[config.mk]
export PLATFORM = sky130hd
export DESIGN_NAME = alu_arbiter
export DESIGN_NICKNAME = d
export VERILOG_FILES = /design/src/rtl/alu_arbiter.sv
export SDC_FILE = /design/constraint.sdc
export NUM_CORES = 1
export LEC_CHECK = 0
export ABC_AREA = 1
export CORE_MARGIN = 2
export CORE_UTILIZATION = 35
export CTS_CLUSTER_SIZE = 10
export DETAILED_ROUTE_END_ITERATION = 12
export GPL_TIMING_DRIVEN = 0
export PLACE_DENSITY = 0.77
export RECOVER_POWER = 25
export SKIP_CTS_REPAIR_TIMING = 1
export SYNTH_ARGS = -nofsm -noshare
export SYNTH_HDL_FRONTEND = slang
export SYNTH_SLANG_ARGS = --single-unit
[constraint.sdc]
create_clock -name clk -period 1.43 [get_ports clk]
set_clock_uncertainty 0.15 [all_clocks]
set_input_delay 0.143 -clock clk [delete_from_list [all_inputs] [get_ports clk]]
set_output_delay 0.143 -clock clk [all_outputs]
set_load 0.005 [all_outputs]
[src/rtl/alu_arbiter.sv]
// alu_arbiter: shares one combinational ALU between two requesters with
// round-robin arbitration and a single valid/ready response port.
// Exactly one operation is in flight: IDLE (arbitrate) -> ISSUE (ALU
// evaluates registered operands) -> RESP (response held until taken).
// Build option: define ALU_ARB_FLAGS_EN to capture and return the ALU's
// {C,V,N,Z} flags; without it rsp_flags is tied to zero and alu_flags is ignored.
module alu_arbiter #(
  parameter int width = 16
) (
  input  logic             clk,
  input  logic             reset,
  input  logic             req0_valid,
  output logic             req0_ready,
  input  logic [width-1:0] req0_op1,
  input  logic [width-1:0] req0_op2,
  input  logic [2:0]       req0_aluop,
  input  logic             req1_valid,
  output logic             req1_ready,
  input  logic [width-1:0] req1_op1,
  input  logic [width-1:0] req1_op2,
  input  logic [2:0]       req1_aluop,
  output logic [width-1:0] alu_operand1,
  output logic [width-1:0] alu_operand2,
  output logic [2:0]       alu_op,
  input  logic [width-1:0] alu_result,
  input  logic [3:0]       alu_flags,
  output logic             rsp_valid,
  input  logic             rsp_ready,
  output logic             rsp_id,
  output logic [width-1:0] rsp_result,
  output logic [3:0]       rsp_flags
);

  localparam logic [1:0] S_IDLE  = 2'd0;
  localparam logic [1:0] S_ISSUE = 2'd1;
  localparam logic [1:0] S_RESP  = 2'd2;

  logic [1:0]       state_q, state_d;
  logic             last_grant_q, last_grant_d;
  logic             id_q, id_d;
  logic [width-1:0] op1_q, op1_d;
  logic [width-1:0] op2_q, op2_d;
  logic [2:0]       aluop_q, aluop_d;
  logic             rsp_valid_q, rsp_valid_d;
  logic [width-1:0] rsp_result_q, rsp_result_d;
  logic             grant0, grant1;

  // Round-robin grant offered only while idle; last_grant_q=1 favours requester 0.
  always_comb begin
    grant0 = (state_q == S_IDLE) && req0_valid && (!req1_valid || last_grant_q);
    grant1 = (state_q == S_IDLE) && req1_valid && (!req0_valid || !last_grant_q);
  end

  // Next-state: latch the winner's operation, then capture the ALU output one cycle later.
  always_comb begin
    state_d      = state_q;
    last_grant_d = last_grant_q;
    id_d         = id_q;
    op1_d        = op1_q;
    op2_d        = op2_q;
    aluop_d      = aluop_q;
    rsp_valid_d  = rsp_valid_q;
    rsp_result_d = rsp_result_q;
    case (state_q)
      S_IDLE: begin
        if (grant0 || grant1) begin
          op1_d        = grant1 ? req1_op1   : req0_op1;
          op2_d        = grant1 ? req1_op2   : req0_op2;
          aluop_d      = grant1 ? req1_aluop : req0_aluop;
          id_d         = grant1;
          last_grant_d = grant1;
          state_d      = S_ISSUE;
        end
      end
      S_ISSUE: begin
        rsp_result_d = alu_result;
        rsp_valid_d  = 1'b1;
        state_d      = S_RESP;
      end
      S_RESP: begin
        if (rsp_ready) begin
          rsp_valid_d = 1'b0;
          state_d     = S_IDLE;
        end
      end
      default: state_d = S_IDLE;
    endcase
  end

  // State and datapath registers; reset discards any operation in flight.
  always_ff @(posedge clk) begin
    if (reset) begin
      state_q      <= S_IDLE;
      last_grant_q <= 1'b1;
      id_q         <= 1'b0;
      op1_q        <= '0;
      op2_q        <= '0;
      aluop_q      <= '0;
      rsp_valid_q  <= 1'b0;
      rsp_result_q <= '0;
    end else begin
      state_q      <= state_d;
      last_grant_q <= last_grant_d;
      id_q         <= id_d;
      op1_q        <= op1_d;
      op2_q        <= op2_d;
      aluop_q      <= aluop_d;
      rsp_valid_q  <= rsp_valid_d;
      rsp_result_q <= rsp_result_d;
    end
  end

  assign req0_ready   = grant0;
  assign req1_ready   = grant1;
  assign alu_operand1 = op1_q;
  assign alu_operand2 = op2_q;
  assign alu_op       = aluop_q;
  assign rsp_valid    = rsp_valid_q;
  assign rsp_id       = id_q;
  assign rsp_result   = rsp_result_q;

`ifdef ALU_ARB_FLAGS_EN
  logic [3:0] rsp_flags_q, rsp_flags_d;

  // Flags are captured together with the result and held until the response is taken.
  always_comb begin
    rsp_flags_d = rsp_flags_q;
    if (state_q == S_ISSUE) rsp_flags_d = alu_flags;
  end

  // Flag register.
  always_ff @(posedge clk) begin
    if (reset) rsp_flags_q <= '0;
    else       rsp_flags_q <= rsp_flags_d;
  end

  assign rsp_flags = rsp_flags_q;
`else
  logic unused_alu_flags;
  assign unused_alu_flags = ^alu_flags;
  assign rsp_flags        = 4'b0000;
`endif

endmodule

Word level (Yosys, flattened, before mapping) --
Cells that the tools add are included.
Cells by class: eq/ne operators 4, muxes and demuxes 8, reduce and logical (&&, ||, !) cells 15
Operator list (number):
- $mux W16 | 2
- $pmux W2 S3 | 1
- $reduce_and A2 Y1 | 3
- $logic_and A1 B1 Y1 | 4
- $mux W2 | 2
- $logic_not A1 Y1 | 3
- $logic_or A1 B1 Y1 | 3
- $mux W3 | 1
- $eq A2 B1 Y1 const B | 1
- $eq A2 B2 Y1 const B | 1
- $logic_not A2 Y1 | 1
- $ne A2 B1 Y1 const B | 1
- $ne A2 B2 Y1 const B | 1
- $pmux W1 S2 | 1
- $reduce_bool A2 Y1 | 1
- $mux W1 | 1
Storage, ports and cells: flip-flop bits (word level) 56, logic and storage cells 35, output and inout port bits 59

Longest topological paths before layout --
Gate-level depths: netlist of run 1.
word-level depth 6, mapped depth 8, depth with buffers taken out 6

Worst setup path after synthesis of run 1 --
Ideal clock, no wire load.
kind register to register, start reg state_q[1], end reg op2_q[1], in the netlist alu_operand2[1], setup time 0.109 ns, setup slack 0.063 ns, cell stages (with the launch flop) 9, buffers on the path 2, arrival 1.108 ns, cell sequence dfxtp_1 nor2_2 buf_6 o21ai_4 inv_2 buf_2 nand3_1 nand2_1 inv_1
Between the ends: word-level cells in the longest chain between the ends 5, elaborated cells between the ends (all ways) 8, those cells by class mux (1); reduce/logical (7)
Ends and longest elaborated chain:
- from (decl) | line 38 | logic [1:0] state_q, state_d;
- from (signal assigned) | line 102 | state_q <= state_d;
- $logic_not A2 Y1 * | line 50, 51, 64
- $logic_and A1 B1 Y1, on equally long branches (2 in a row) | line 50, 51
- $logic_or A1 B1 Y1 | line 66 | if (grant0 || grant1) begin
- $reduce_and A2 Y1 (no line)
- to (signal assigned) | line 106 | op2_q <= op2_d;
- to (decl) | line 42 | logic [width-1:0] op2_q, op2_d;
Every way passes the cells marked *; elsewhere a longest branch is shown, timed or not. A chain may end at the register's enable or synchronous reset.

Final worst setup path of run 1 --
start reg state_q[1], end out req0_ready
Between the ends: word-level cells in the longest chain between the ends 3
Ends and longest elaborated chain:
- $logic_not A2 Y1 | line 50 | grant0 = (state_q == S_IDLE) && req0_valid && (!req1_valid || last_grant_q);
- $logic_and A1 B1 Y1 (2 in a row) | line 50
- to (decl) | line 13 | output logic req0_ready,
No other way between the ends.

==> results of run 1 <==
==> cell usage after synthesis (2+ instances only) <==
cell type | n | area, sq um
o21ai_0 | 16 | 80.1
nand2_1 | 73 | 274
nand4_1 | 35 | 219
inv_1 | 74 | 278
buf_1 | 2 | 7.51
buf_4 | 8 | 60.1
clkbuf_1 | 12 | 45.0
nand3_1 | 38 | 190
a21oi_1 | 31 | 155
nor2_1 | 34 | 128
a21oi_2 | 8 | 70.1
buf_2 | 6 | 30.0
buf_6 | 5 | 56.3
dfxtp_1 | 56 | 1120
==> cell usage in the layout (no fill, tap or decap), types with 4 or more instances in the layout <==
cell             Yosys  layout
nand3_2              0      10
a21oi_2              8      31
inv_1               74      73
dfxtp_1             56      18
clkbuf_8             0       6
o21ai_0             16      16
dfxtp_2              0      37
nor2_1              34      34
nand3_1             38      28
clkbuf_2             0       6
conb_1               1       4
dlymetal6s2s_1       0      54
clkdlybuf4s50_1      0      88
buf_4                8      24
nand2_1             73      70
buf_8                0       5
a21oi_1             31       5
buf_6                5       8
nand4_1             35      35
==> power by group through the flow <==
stage	Clock, W	Combinational (W)	Sequential (W)
after floorplan	0	0.000655	0.00189
after global placement	0	0.00143	0.00187
after detailed placement	0	0.00145	0.00188
after CTS	0.000990	0.00146	0.00184
after global routing	0.00105	0.00193	0.00189
final	0.000954	0.00177	0.00186
==> worst paths after layout <==
check | startpoint | endpoint | slack [ns]
setup / recovery | state_q[1]$_SDFFE_PP0P_ | req0_ready | -0.15
hold reg to reg | rsp_id$_SDFFE_PP0P_ | rsp_id$_SDFFE_PP0P_ | 0.32
setup reg to reg | state_q[1]$_SDFFE_PP0P_ | alu_op[2]$_SDFFE_PP0P_ | -0.01
hold / removal | req0_valid | last_grant_q$_SDFFE_PP1P_ | 0.22
==> metrics by stage <==
step	setup TNS, ns	std cells	power (W)	utilization	hold WS, ns
2_1_floorplan	0	409	0.00254	-	0.128
3_3_place_gp	-20.70	656	0.00330	0.568	0.296
3_5_place_dp	-21.31	656	0.00333	0.568	0.306
4_1_cts	-12.17	664	0.00430	0.581	0.251
5_1_grt	-2.08	686	0.00487	0.674	0.241
6_report	-0.188	686	0.00459	0.674	0.224
==> tightest hold or removal path, stage by stage <==
cell	delay, ns
dlymetal6s2s_1	0.21
nand2_4	0.11
buf_4	0.09
nand2_1	0.04
nand3_1	0.06
==> registers in the layout, summed over array words and instances (netlist names) <==
name / cells
alu_op: 3
rsp_valid: 1
state_q: 2
rsp_result: 16
rsp_id: 1
alu_operand1: 16
last_grant_q: 1
alu_operand2: 16
==> cell type report <==
type | count | share of cell area
diodes | 1 | 0.000483
plain buffers | 31 | 0.0565
clock buffers | 6 | 0.0159
clock inverters | 2 | 0.00338
inverters | 76 | 0.0563
multi-input cells | 244 | 0.266
flip-flops and latches | 56 | 0.226
well taps | 102 | 0.0246
repair buffers | 168 | 0.351
==> per-layer routing <==
| metal | global-route usage | part of all wire | vias up |
|---|---|---|---|
| li1 | - | - | 1633 |
| met1 | 0.239 | 0.42 | 1456 |
| met2 | 0.355 | 0.49 | 123 |
| met3 | 0.0540 | 0.078 | 11 |
| met4 | 0.0625 | 0.011 | 0 |
| met5 | 0 | 0 | - |
==> kinds of logic (layout without fill, tap and decap cells) <==
| group | Yosys count | in the layout | synth area share |
|---|---|---|---|
| buf+inv | 109 | 283 | 0.175 |
| flops | 56 | 56 | 0.404 |
| other cells | 1 | 5 | 0.00135 |
| simple gates | 184 | 184 | 0.304 |
| compound gates | 56 | 56 | 0.116 |
==> flow_metrics.py, run 1 <==
metrics = {
    "clocking": {
        "cts-buffers-inserted": 5,
        "cts_tree": "built",
        "cts-root-buf": "clkbuf_8",
        "worstSkewPairLatency_ns": 0.31,
        "cts_buffer_depth": 2,
        "cts.sinks": 56,
        "path_clk_slew_ns": 0.11,
        "cts_max_level": 2,
    },
    "critical_path": {
        "reg2reg_depth": 8,
        "path_depth": 6,
        "crit_buf_inv": 3,
        "cp-start-kind": "flop",
        "arrival_ns": 1.29,
        "cp-end-kind": "primary output",
        "crit_fanout": 4,
        "critPathMaxStageDelay_ns": 0.38,
        "worst_ep_required_time_ns": 1.14,
        "slowest_stage": "dfxtp_4",
        "path_cells": "nor2_4, buf_6, buf_8, nand2_4, a21oi_2, buf_2",
        "critPathTopFamily": "flip-flops",
        "path_class": "flop to primary output",
    },
    "power": {
        "seqPwrFrac": 0.406,
        "p_sw_frac": 0.312,
        "p_per_area_nw_per_um2": 886,
        "power_leakage_nw": 3.11,
        "p_int_w": 0.00316,
        "p_comb_frac": 0.386,
        "max-vdd-ir-drop_mv": 0.474,
        "p_clk_frac": 0.208,
        "p_sw_w": 0.00143,
    },
    "status": {
        "outcome": "finished, violations left",
        "violations": "setup timing",
    },
    "yosys": {
        "synth_edf_count": 0,
        "avgSynthCellArea_sq_um": 6.83,
        "yosys_warnings": 0,
        "syn_inst": 406,
        "ys.flop_type": "dfxtp_1",
        "ys_seq_area_frac": 0.404,
        "netlist_area_sq_um": 2770,
        "synth_seq_cells": 56,
        "synth_cell_type_count": 22,
        "synthArstFlopShare": 0,
    },
    "sta": {
        "timing.slew.headroom": 0.538,
        "rsz0062_at_grt": "true",
        "min_period_over_period": 1.10,
        "hold_violations": 0,
        "tightest_slew_ns": 0.693,
        "min_period_ns": 1.58,
        "setup_slack_ns": -0.149,
        "finalSetupViolations": 5,
        "fmax_ghz": 0.633,
        "maxSlewViolCount": 0,
    },
    "worst_hold_path": {
        "worstHoldPathType": "input port to flop",
        "min_path_cells": 5,
    },
    "grt": {
        "globalRouteOverflowTotal": 0,
        "grt_antenna_before_repair": 1,
        "grt_pass1_vias": 2986,
        "grt_max_degree": 19,
        "grtUsageTotal": 0.202,
        "grt_pass1_wl_mm": 14.0,
    },
    "final_layout": {
        "num-fill-cells": 663,
        "finalNetCount": 677,
        "multi_input_area_sq_um": 1380,
        "drive_above_1_share": 0.262,
        "final_area_sq_um": 5180,
        "seqCellArea_sq_um": 1170,
        "area_growth_pct": 86.8,
    },
    "floorplanning": {
        "core_area_sq_um": 7690,
        "dieArea_sq_um": 8650,
        "num_rows": 32,
        "die_h_microns": 93.0,
        "initial_utilization": 0.361,
        "fp.dieW_microns": 93.0,
        "io_pins": 154,
    },
    "place": {
        "placed_area_sq_um": 4360,
        "gp_routability_congestion": 0.783,
        "io_buffer_count": 145,
        "place_ws_ns": -0.820,
        "hpwl_mm": 6.47,
    },
    "drt": {
        "drt.antenna.violating_nets": 0,
        "first_pass_iters": 5,
        "wirelength_mm": 9.39,
        "route.vias.total": 3223,
        "route.detailed.drc": 0,
        "wl_per_cell_microns": 13.7,
        "vias_per_cell": 4.70,
        "drtIter0Drc": 78,
    },
    "flow_run": {
        "drv_cap": 0,
    },
}
Note: power is estimated with default switching activity, not from simulation.
==> inputs of run 2 (changes only) <==
--- a/config.mk
+++ b/config.mk
@@ -8,9 +8,8 @@
 export ABC_AREA = 1
 export CORE_MARGIN = 2
 export CORE_UTILIZATION = 35
-export CTS_CLUSTER_SIZE = 10
+export CTS_CLUSTER_SIZE = 14
 export DETAILED_ROUTE_END_ITERATION = 12
-export GPL_TIMING_DRIVEN = 0
 export PLACE_DENSITY = 0.77
 export RECOVER_POWER = 25
 export SKIP_CTS_REPAIR_TIMING = 1
==> flow_metrics.py, run 2 (synthesized netlist as in run 1, its figures left out) <==
metrics = {
    "status": {
        "outcome": "finished, violations left",
        "violations": "setup timing",
    },
    "drt": {
        "route.vias.total": 3115,
        "first_pass_iters": 4,
        "drt.antenna.violating_nets": 0,
        "wl_met3_microns": 715,
        "drtIter0Drc": 98,
        "met1_length_mm": 3.89,
        "wirelength_mm": 9.04,
        "routed.top_layer": "met4",
        "wl_per_cell_microns": 13.7,
        "route.detailed.drc": 0,
        "vias_per_cell": 4.73,
        "wl_met2_mm": 4.37,
    },
    "place": {
        "gp_routability_congestion": 0.740,
        "place_ws_ns": -0.274,
        "hpwl_mm": 6.12,
        "io_buffer_count": 145,
        "dp_cells": 645,
    },
    "sta": {
        "min_period_ns": 1.48,
        "fin_hold_ws_ns": 0.0240,
        "min_period_over_period": 1.03,
        "setup_slack_ns": -0.0459,
        "hold_violations": 0,
        "fmax_ghz": 0.678,
        "rsz0062_at_grt": "true",
        "finalSetupViolations": 3,
        "maxSlewViolCount": 0,
    },
    "floorplanning": {
        "core_area_sq_um": 7690,
        "initial_utilization": 0.361,
        "fp.dieW_microns": 93.0,
        "num_rows": 32,
        "dieArea_sq_um": 8650,
        "io_pins": 154,
        "die_h_microns": 93.0,
    },
    "final_layout": {
        "layout_common_cells": "clkdlybuf4s50_1, inv_1, nand2_1, dlymetal6s2s_1, nand3_1",
        "final_common_cell": "clkdlybuf4s50_1",
        "finalNonFillerCells": 659,
        "area_growth_pct": 71.3,
        "n_antenna_cell": 0,
        "drive_above_1_share": 0.147,
        "num-fill-cells": 699,
        "fin_util": 0.618,
        "finalNetCount": 651,
    },
    "critical_path": {
        "slowest_stage": "dfxtp_2",
        "cp-start-kind": "flop",
        "crit_buf_inv": 1,
        "path_cells": "nor2_4, nand2_1, a21oi_2, dlymetal6s2s_1",
        "cp-end-kind": "primary output",
        "arrival_ns": 1.18,
        "crit_fanout": 4,
        "worst_ep_required_time_ns": 1.14,
        "path_class": "flop to primary output",
        "r2r_slack_ns": 0,
        "critPathTopFamily": "flip-flops",
        "critPathMaxStageDelay_ns": 0.36,
    },
    "grt": {
        "grt_pass1_vias": 2844,
        "globalRouteOverflowTotal": 0,
        "grtUsageTotal": 0.191,
        "grt_antenna_before_repair": 0,
        "grt_pass1_wl_mm": 13.5,
        "grt_max_degree": 29,
    },
    "flow_run": {
        "drv_cap": 0,
    },
    "clocking": {
        "worstSkewPairLatency_ns": 0.31,
        "cts_buffer_depth": 2,
        "cts-buffers-inserted": 5,
        "cts.sinks": 56,
        "path_clk_slew_ns": 0.11,
        "cts_max_level": 2,
        "cts-root-buf": "clkbuf_8",
        "cts_tree": "built",
    },
    "power": {
        "p_per_area_nw_per_um2": 904,
        "power_leakage_nw": 2.92,
        "max-vdd-ir-drop_mv": 0.474,
    },
    "worst_hold_path": {
        "worstHoldPathType": "input port to flop",
    },
}
[run 2: cell types whose count changed in the layout (fill, tap and decap cells not counted), moves of 3 or more]
cell / delta
buf_4: -5
a21oi_4: -3
dfxtp_1: +13
clkbuf_2: -5
nand2_4: -3
dfxtp_2: -12
nand3_2: -9
a21oi_1: +22
a21oi_2: -19
nand3_1: +9
buf_6: -5
clkbuf_1: -3
nand2_1: +3
buf_8: -4
[run 2: path summary, 6_finish.rpt]
check / startpoint / endpoint / depth (start not counted)
hold / removal: reset / alu_operand2[10]$_SDFFE_PP0P_ / 4
setup / recovery: state_q[0]$_SDFFE_PP0P_ / req0_ready / 4
hold reg to reg: rsp_id$_SDFFE_PP0P_ / rsp_id$_SDFFE_PP0P_ / 2
setup reg to reg: state_q[0]$_SDFFE_PP0P_ / alu_operand1[5]$_SDFFE_PP0P_ / 8
[run 2: cell type report]
cell class | instances | area (sq um) | share of cell area
Timing Repair Buffer | 173 | 1880 | 0.396
Sequential cell | 56 | 1150 | 0.243
Clock buffer | 5 | 68.8 | 0.0145
Inverter | 76 | 290 | 0.0611
Clock inverter | 3 | 25.0 | 0.00527
Tap cell | 102 | 128 | 0.0269
Multi-Input combinational cell | 244 | 1200 | 0.253
[run 2: per-stage QoR]
| step | TNS, ns | cell area, sq um | total power, W |
|---|---|---|---|
| CTS | -3.09 | 4450 | 0.00426 |
| floorplan | 0 | 2780 | 0.00254 |
| global route | -1.78 | 4750 | 0.00458 |
| detailed placement | -8.29 | 4350 | 0.00334 |
| global placement | -7.08 | 4350 | 0.00331 |
| finish | -0.0615 | 4750 | 0.00429 |
[run 2: routing by layer]
metal	global-route usage	vias to the layer above
li1	-	1578
met1	0.249	1410
met2	0.322	119
met3	0.0500	8
met4	0.0355	0
met5	0	-
[run 2: worst register-to-register path, stage by stage, from the launching register on]
cell,delay [ns]
dfxtp_2,0.36
nor2_4,0.15
buf_4,0.14
o21ai_4,0.07
clkinv_4,0.12
clkbuf_16,0.15
nand3_1,0.09
nand2_1,0.07
inv_1,0.04
[run 2: power breakdown]
group	internal [W]	leakage [nW]	switching, W
logic	0.000833	2.40	0.000698
registers	0.00176	0.473	0.0000918
clock network	0.000359	0.0452	0.000553
